## src/rtl/keypad_pkg.sv

```systemverilog
// Shared constants and FSM state type for the keypad entry controller.
package keypad_pkg;

  localparam logic [4:0] SYM_BLANK = 5'd16;
  localparam logic [4:0] SYM_ERR   = 5'd17;
  localparam logic [4:0] KEY_ENTER = 5'd10;
  localparam logic [4:0] KEY_CLEAR = 5'd11;

  localparam logic [1:0] DESP_FIRST  = 2'b00;
  localparam logic [1:0] DESP_SECOND = 2'b01;
  localparam logic [1:0] DESP_THIRD  = 2'b10;
  localparam logic [1:0] DESP_ERR    = 2'b11;

  typedef enum logic [2:0] {IDLE, D1, D2, D3, DONE, ERR} state_t;

endpackage

```

## src/rtl/idle_timer.sv

```systemverilog
// Clearable idle counter with a terminal-count flag at LIMIT-1.
// Only instantiated when KEYPAD_TIMEOUT_EN is defined.
module idle_timer #(
  parameter int unsigned LIMIT = 50000000,
  parameter int unsigned W     = 26
) (
  input  logic clk,
  input  logic rst,
  input  logic clr,
  input  logic en,
  output logic tc
);

  logic [W-1:0] cnt;

  always_ff @(posedge clk) begin
    if (rst || clr) cnt <= '0;
    else if (en)    cnt <= cnt + W'(1);
  end

  assign tc = en && (cnt == W'(LIMIT - 1));

endmodule

```

## src/rtl/keypad_entry_ctrl.sv

```systemverilog
// Keypad entry sequencer driving the cdu display shift register.
// Define KEYPAD_TIMEOUT_EN to enable the inactivity auto-clear timer.
module keypad_entry_ctrl
  import keypad_pkg::*;
#(
  parameter int unsigned TIMEOUT_CYCLES = 50000000,
  parameter int unsigned TMR_W          = 26
) (
  input  logic       clk,
  input  logic       rst,
  input  logic       key_valid,
  input  logic [4:0] key_code,
  output logic [4:0] digito,
  output logic [1:0] desp,
  output logic       shift,
  output logic [9:0] num,
  output logic       num_valid,
  output logic [1:0] count,
  output logic       err
);

  state_t     state, state_n;
  logic [9:0] acc, acc_n, num_n;
  logic [4:0] digito_n;
  logic [1:0] desp_n, count_n;
  logic       shift_n, num_valid_n, err_n;
  logic       blank_pend;
  logic       is_digit, is_enter, is_clear, in_entry, accepted, clear_req;
  logic       timeout;

  assign is_digit = key_valid && (key_code <= 5'd9);
  assign is_enter = key_valid && (key_code == KEY_ENTER);
  assign is_clear = key_valid && (key_code == KEY_CLEAR);
  assign in_entry = (state == D1) || (state == D2) || (state == D3);
  assign accepted = is_clear || (is_digit && state != ERR) || (is_enter && in_entry);
  // The post-reset blank and the timeout both act as CLEAR but yield to any accepted key.
  assign clear_req = is_clear || (!accepted && (blank_pend || timeout));

`ifdef KEYPAD_TIMEOUT_EN
  logic tmr_clr;
  assign tmr_clr = accepted || !in_entry || timeout;

  idle_timer #(
    .LIMIT (TIMEOUT_CYCLES),
    .W     (TMR_W)
  ) u_idle_timer (
    .clk (clk),
    .rst (rst),
    .clr (tmr_clr),
    .en  (in_entry),
    .tc  (timeout)
  );
`else
  // Parameters stay in the interface for drop-in compatibility; no timer is built.
  assign timeout = (TIMEOUT_CYCLES == 0) && (TMR_W == 0) && 1'b0;
`endif

  always_comb begin
    state_n     = state;
    acc_n       = acc;
    num_n       = num;
    digito_n    = digito;
    desp_n      = desp;
    count_n     = count;
    err_n       = err;
    shift_n     = 1'b0;
    num_valid_n = 1'b0;
    if (clear_req) begin
      shift_n  = 1'b1;
      desp_n   = DESP_FIRST;
      digito_n = SYM_BLANK;
      acc_n    = '0;
      count_n  = 2'd0;
      err_n    = 1'b0;
      state_n  = IDLE;
    end else if (accepted && is_digit) begin
      shift_n  = 1'b1;
      digito_n = key_code;
      case (state)
        IDLE, DONE: begin
          desp_n  = DESP_FIRST;
          acc_n   = 10'(key_code);
          count_n = 2'd1;
          state_n = D1;
        end
        D1: begin
          desp_n  = DESP_SECOND;
          acc_n   = acc * 10'd10 + 10'(key_code);
          count_n = 2'd2;
          state_n = D2;
        end
        D2: begin
          desp_n  = DESP_THIRD;
          acc_n   = acc * 10'd10 + 10'(key_code);
          count_n = 2'd3;
          state_n = D3;
        end
        default: begin
          desp_n   = DESP_ERR;
          digito_n = SYM_ERR;
          err_n    = 1'b1;
          count_n  = 2'd0;
          state_n  = ERR;
        end
      endcase
    end else if (accepted && is_enter) begin
      num_n       = acc;
      num_valid_n = 1'b1;
      state_n     = DONE;
    end
  end

  always_ff @(posedge clk) begin
    if (rst) begin
      state      <= IDLE;
      acc        <= '0;
      num        <= '0;
      digito     <= SYM_BLANK;
      desp       <= DESP_FIRST;
      count      <= 2'd0;
      err        <= 1'b0;
      shift      <= 1'b0;
      num_valid  <= 1'b0;
      blank_pend <= 1'b1;
    end else begin
      state      <= state_n;
      acc        <= acc_n;
      num        <= num_n;
      digito     <= digito_n;
      desp       <= desp_n;
      count      <= count_n;
      err        <= err_n;
      shift      <= shift_n;
      num_valid  <= num_valid_n;
      blank_pend <= 1'b0;
    end
  end

endmodule
```

## config.mk

```make
export PLATFORM = sky130hd
export DESIGN_NAME = keypad_entry_ctrl
export DESIGN_NICKNAME = d
export VERILOG_FILES = /design/src/rtl/keypad_pkg.sv /design/src/rtl/idle_timer.sv /design/src/rtl/keypad_entry_ctrl.sv
export SDC_FILE = /design/constraint.sdc
export NUM_CORES = 1
export LEC_CHECK = 0
export ABC_CLOCK_PERIOD_IN_PS = 6600
export CAP_MARGIN = 40
export CORE_ASPECT_RATIO = 1.25
export CORE_MARGIN = 2
export CORE_UTILIZATION = 45
export DETAILED_ROUTE_END_ITERATION = 10
export DONT_BUFFER_PORTS = 1
export PLACE_DENSITY = 0.56
export SYNTH_ARGS = -nofsm -noshare
export SYNTH_HDL_FRONTEND = slang
export SYNTH_SLANG_ARGS = --single-unit
```

## constraint.sdc

```tcl
create_clock -name clk -period 6.6 [get_ports clk]
set_input_delay 1.32 -clock clk [delete_from_list [all_inputs] [get_ports clk]]
set_output_delay 1.32 -clock clk [all_outputs]
set_load 0.01 [all_outputs]
```

== Word level (Yosys, flattened, before mapping) ==
Cells that the tools add are included.

* Register bits: 36
* Memories kept: 0
* Input port bits: 8
* Bits in latches: 0
* Logic and storage cells: 59
* RAM bits: 0
* ROM bits: 0

* Shifts and indexed selects: 0
* Equal/unequal tests: 7
* Bitwise operators: 3
* Multipliers: 1
* Div/mod/pow operators: 0
* Reduce and logical (&&, ||, !) cells: 25
* Add/subtract/negate cells: 1
* Magnitude comparators: 1
* Multiplexer cells: 11

{| class="wikitable"
|+ Operators with widths
! operator !! count
|-
| $pmux W10 S2 || 1
|-
| $pmux W2 S3 || 2
|-
| $add A10 B5 Y10 || 1
|-
| $eq A5 B4 Y1 const B || 2
|-
| $mul A10 B3 Y9 const B || 1
|-
| $pmux W3 S3 || 1
|-
| $logic_and A1 B1 Y1 || 8
|-
| $eq A3 B2 Y1 const B || 2
|-
| $mux W3 || 2
|-
| $reduce_or A2 Y1 || 3
|-
| $le A5 B4 Y1 const B || 1
|-
| $logic_or A1 B1 Y1 || 5
|-
| $mux W5 || 1
|-
| $mux W1 || 4
|-
| $reduce_and A2 Y1 || 2
|-
| $reduce_bool A2 Y1 || 2
|-
| $reduce_or A4 Y1 || 1
|-
| $eq A3 B1 Y1 const B || 1
|-
| $eq A3 B3 Y1 const B || 1
|-
| $logic_not A3 Y1 || 1
|-
| $ne A3 B3 Y1 const B || 1
|-
| $not A1 Y1 || 3
|-
| $reduce_and A3 Y1 || 1
|-
| $reduce_or A3 Y1 || 1
|-
| $logic_not A1 Y1 || 1
|}

== Depth between registers and ports, before layout ==
* Word-level depth: 10
* Depth in mapped cells: 9

== Worst setup path before layout ==
Ideal clock, no wire load.

* Kind: input port to flip-flop
* From: input port key_code[1]
* To: register acc[9]
* Path buffers: 0
* Path slack: 3,572 ps
* Data required time: 6,526 ps
* Stages: 9
* Library setup time: 74 ps
* Data arrival time: 2,954 ps
* Cell sequence: ha_1 -> inv_1 -> fa_1 -> nor2b_1 -> o21ai_0 -> a21oi_1 -> nand3_1 -> or3b_2 -> a31oi_1

* Longest elaborated chain between the ends: 9
* Elaborated cells on any way between the ends: 18
* Those cells by class: add/sub (1); order compare (1); eq/ne (2); mux (1); reduce/logical (13)

{| class="wikitable"
|+ RTL lines
! what !! line !! RTL
|-
| from (decl) || keypad_entry_ctrl.sv:12 || <nowiki>input logic [4:0] key_code,</nowiki>
|-
| $le A5 B4 Y1 || keypad_entry_ctrl.sv:31 || <nowiki>assign is_digit = key_valid && (key_code <= 5'd9);</nowiki>
|-
| $logic_and A1 B1 Y1 || keypad_entry_ctrl.sv:31 ||
|-
| $logic_and A1 B1 Y1 || keypad_entry_ctrl.sv:35 || <nowiki>assign accepted = is_clear || (is_digit && state != ERR) || (is_enter && in_entry);</nowiki>
|-
| $logic_or A1 B1 Y1 (2 in a row) || keypad_entry_ctrl.sv:35 ||
|-
| $logic_not A1 Y1 || keypad_entry_ctrl.sv:37 || <nowiki>assign clear_req = is_clear || (!accepted && (blank_pend || timeout));</nowiki>
|-
| $logic_and A1 B1 Y1 || keypad_entry_ctrl.sv:37 ||
|-
| $logic_or A1 B1 Y1 || keypad_entry_ctrl.sv:37 ||
|-
| $reduce_or A2 Y1 (no source line) || - ||
|-
| to (signal assigned) || keypad_entry_ctrl.sv:127 || <nowiki>acc <= acc_n;</nowiki>
|-
| to (decl) || keypad_entry_ctrl.sv:23 || <nowiki>logic [9:0] acc, acc_n, num_n;</nowiki>
|}

Parallel ways exist; a longest one is shown, timed or not.
A chain may end at the register's enable or synchronous reset.

== Final worst setup path ==
* From: input port key_valid
* To: register acc[4]

* Longest elaborated chain between the ends: 8
* Elaborated cells on any way between the ends: 13
* Those cells by class: reduce/logical (13)

{| class="wikitable"
|+ RTL lines
! what !! line !! RTL
|-
| from (decl) || keypad_entry_ctrl.sv:11 || <nowiki>input logic key_valid,</nowiki>
|-
| $logic_and A1 B1 Y1 || keypad_entry_ctrl.sv:31 ||
|-
| $logic_and A1 B1 Y1 || keypad_entry_ctrl.sv:35 ||
|-
| $logic_or A1 B1 Y1 (2 in a row) || keypad_entry_ctrl.sv:35 ||
|-
| $logic_not A1 Y1 || keypad_entry_ctrl.sv:37 ||
|-
| $logic_and A1 B1 Y1 || keypad_entry_ctrl.sv:37 ||
|-
| $logic_or A1 B1 Y1 || keypad_entry_ctrl.sv:37 ||
|-
| $reduce_or A2 Y1 (no source line) || - ||
|}

Parallel ways exist; a longest one is shown, timed or not.

==> results.json <==
{
  "critical_path.max_stage_delay_ns": 0.76,
  "drive_gt1_share_pct": 9.78,
  "clkSlewWorstSetupHoldPaths_ns": 0.07,
  "synthArstFlopShare_pct": 0,
  "yosysMostFrequentCell": "dfxtp_1",
  "postRouteAntennaNets": 0,
  "worst-setup-path-type": "input pin to flip-flop",
  "seq_area_frac_synth_pct": 37.2,
  "setup_tns_ns": 0,
  "synth_mux_area_share_pct": 2.13,
  "antenna_found_initial": 0,
  "chipHeight_um": 77.3,
  "multiInputGateArea_um2": 1130,
  "route.detailed.drc": 0,
  "synth_cells": 226,
  "cts_resized": 0,
  "grt_pass1_vias": 1589,
  "placed_cells": 273,
  "core.rowCount": 26,
  "gr-usage-met3_pct": 5.87,
  "whs_ns": 0.464,
  "yosysWarningCount": 0,
  "synth_compound_area_share_pct": 18.8,
  "endpoint_kind": "flip-flop",
  "outcome": "finished clean",
  "p_per_area_nw_per_um2": 217,
  "critPathBufInv": 1,
  "rsz0062_at_grt": "false",
  "fp.dieArea_um2": 4850,
  "path_cells": "nor2b_2 > nand4_1 > or4_1 > a311o_1 > buf_8 > a2111oi_4",
  "gr-usage-met2_pct": 34.9,
  "synth-edff-count": 0,
  "post-route-util_pct": 50.9,
  "hold_viol": 0,
  "ys_top_cells_by_count": "36 x dfxtp_1, 35 x nand2_1, 23 x nor2_1, 21 x a21oi_1, 15 x ha_1",
  "power_uw": 452,
  "yosysTopAreaCellShare_pct": 37.2,
  "slew_headroom_pct": 61.4,
  "clkSinkCount": 36,
  "cts-hold-fix-buffers": 0,
  "cp_max_fo": 14,
  "wl_per_cell_um": 14.9,
  "drv_slew": 0,
  "cts_setup_buffers": 0,
  "numCtsBuffers": 5,
  "cts_htree_levels": 2,
  "synth_fa_ha_area_share_pct": 11.8,
  "cp.required_ns": 6.79,
  "dp_hpwl_um": 3290,
  "fp.dieW_um": 62.7,
  "via_per_inst": 5.56,
  "met1_usage_pct": 20.5,
  "ir_drop_uv": 124,
  "synth_top_flop_cell": "dfxtp_1",
  "first_pass_iters": 4,
  "vias": 1563,
  "gp_congestion": 0.816,
  "synth_nets": 251,
  "diodes": 0,
  "areaGrowthSynthToFinish_pct": 7.82,
  "start_util_pct": 47.2,
  "clk_latency_ns": 0.28,
  "synth_area_leader_cell": "dfxtp_1",
  "hp-class": "flip-flop to flip-flop",
  "cts_tree": "done",
  "finalSetupViolations": 0,
  "grt_overflow": 0,
  "nFillCells": 422,
  "clockRootBuffer": "clkbuf_8",
  "fmax_mhz": 296,
  "syn_avg_cell_area_um2": 8.56,
  "worst_slew_pin_slew_ns": 0.574,
  "fin_crit_sh_pct": 51.2,
  "cts.path.max_buffers": 2,
  "grt_usage_pct": 19.1,
  "fp.coreArea_um2": 4100,
  "io_pins": 30,
  "synth_xor_area_share_pct": 5.43,
  "top_usage_layer": "met2",
  "ys_seq_elements": 36,
  "min_period_ns": 3.38,
  "cellLeakagePower_nw": 0.803,
  "final-seq-area_um2": 721,
  "num-nets-final": 249,
  "portBuffers": 0,
  "synth_top_family_by_area": "simple AND/OR/NAND/NOR gates",
  "setup_ws_ns": 3.22,
  "arrival_ns": 3.57,
  "final_area_um2": 2090,
  "fin_skew_ns": 0.00460,
  "dpl_cell_area_um2": 1980,
  "synth-simple-area-share_pct": 20.3,
  "drt_iter0_drc": 61,
  "preCtsSetupSlack_ns": 2.94,
  "cap_viol_max_count": 0,
  "wl_um": 4200,
  "critPathLaunchType": "input pin",
  "slowest_stage": "or4_1",
  "synth_area_leaders": "dfxtp_1 37%, ha_1 9.7%, nand2_1 6.8%, a21oi_1 5.4%, nor2_1 4.5%",
  "cp_top_family": "simple AND/OR/NAND/NOR gates",
  "synth_area_um2": 1940,
  "stdcell_count": 281,
  "grt_max_degree": 18,
  "yosysUniqueCellTypes": 41,
  "grt_pass1_wl_um": 7380
}
==> metal layers <==
metal  up-vias  part of all wire [%]
li1        786                     -
met1       740                    40
met2        35                    54
met3         2                   5.0
met4         0                  0.55
met5         -                     0
==> cell usage in the layout (no fill, tap or decap), types with 2 or more instances in the layout <==
cell type   n
xor2_1      4
nor4_1      3
o21ai_0     6
inv_1       7
o22ai_1     2
a21oi_1    21
nand2_1    35
mux2i_1     3
nor2_1     23
a21o_1      4
and2_1      2
xnor2_1     8
a211oi_1    2
nand3_1     6
dfxtp_1    36
nor3_1      2
a22oi_1     5
fa_1        2
nand2b_1    3
or4_1       2
a31oi_1     3
nor2b_1     2
ha_1       15
a211oi_2    3
clkbuf_8    5
nor3_2      2
==> final timing paths <==
path                        from             endpoint  depth (start not counted)  slack, ns
min reg2reg  acc[9]$_SDFFE_PP0P_  num[9]$_SDFFE_PP0P_                          2       0.46
max                    key_valid  acc[4]$_SDFFE_PP0P_                          6       3.22
max reg2reg  acc[1]$_SDFFE_PP0P_  acc[9]$_SDFFE_PP0P_                          9       3.88
min          acc[9]$_SDFFE_PP0P_  num[9]$_SDFFE_PP0P_                          2       0.46
==> sequential cells by signal, indices dropped and copies added, names as in the netlist <==
signal / count
acc: 10
blank_pend: 1
count: 2
desp: 2
digito: 5
err: 1
num: 10
num_valid: 1
shift: 1
state: 3
==> logic make-up (layout without fill, tap and decap cells) <==
| family | after synthesis | in the layout |
|---|---|---|
| compound gates | 53 | 53 |
| xor+xnor | 12 | 12 |
| fa+ha+maj | 17 | 17 |
| buf+inv | 19 | 18 |
| flops | 36 | 36 |
| mux | 4 | 4 |
| simple gates | 85 | 85 |
==> cell type report <==
class | count | share of cell area (%)
well taps | 56 | 3.36
clock buffers | 5 | 3.30
inverters | 7 | 1.26
clock inverters | 3 | 2.04
repair buffers | 3 | 1.32
multi-input cells | 171 | 54.2
flip-flops and latches | 36 | 34.5
==> tightest hold or removal path, stage by stage (launching register included) <==
cell and delay (ns):
dfxtp_1 0.32, nand2_1 0.05, a21oi_1 0.06
==> report_power, final <==
part           total, mW  internal (mW)  switching, mW
Combinational     0.0356         0.0142         0.0214
Clock              0.191          0.112         0.0797
Sequential         0.225          0.220        0.00501
No activity file was read; power rests on OpenSTA's default activity.
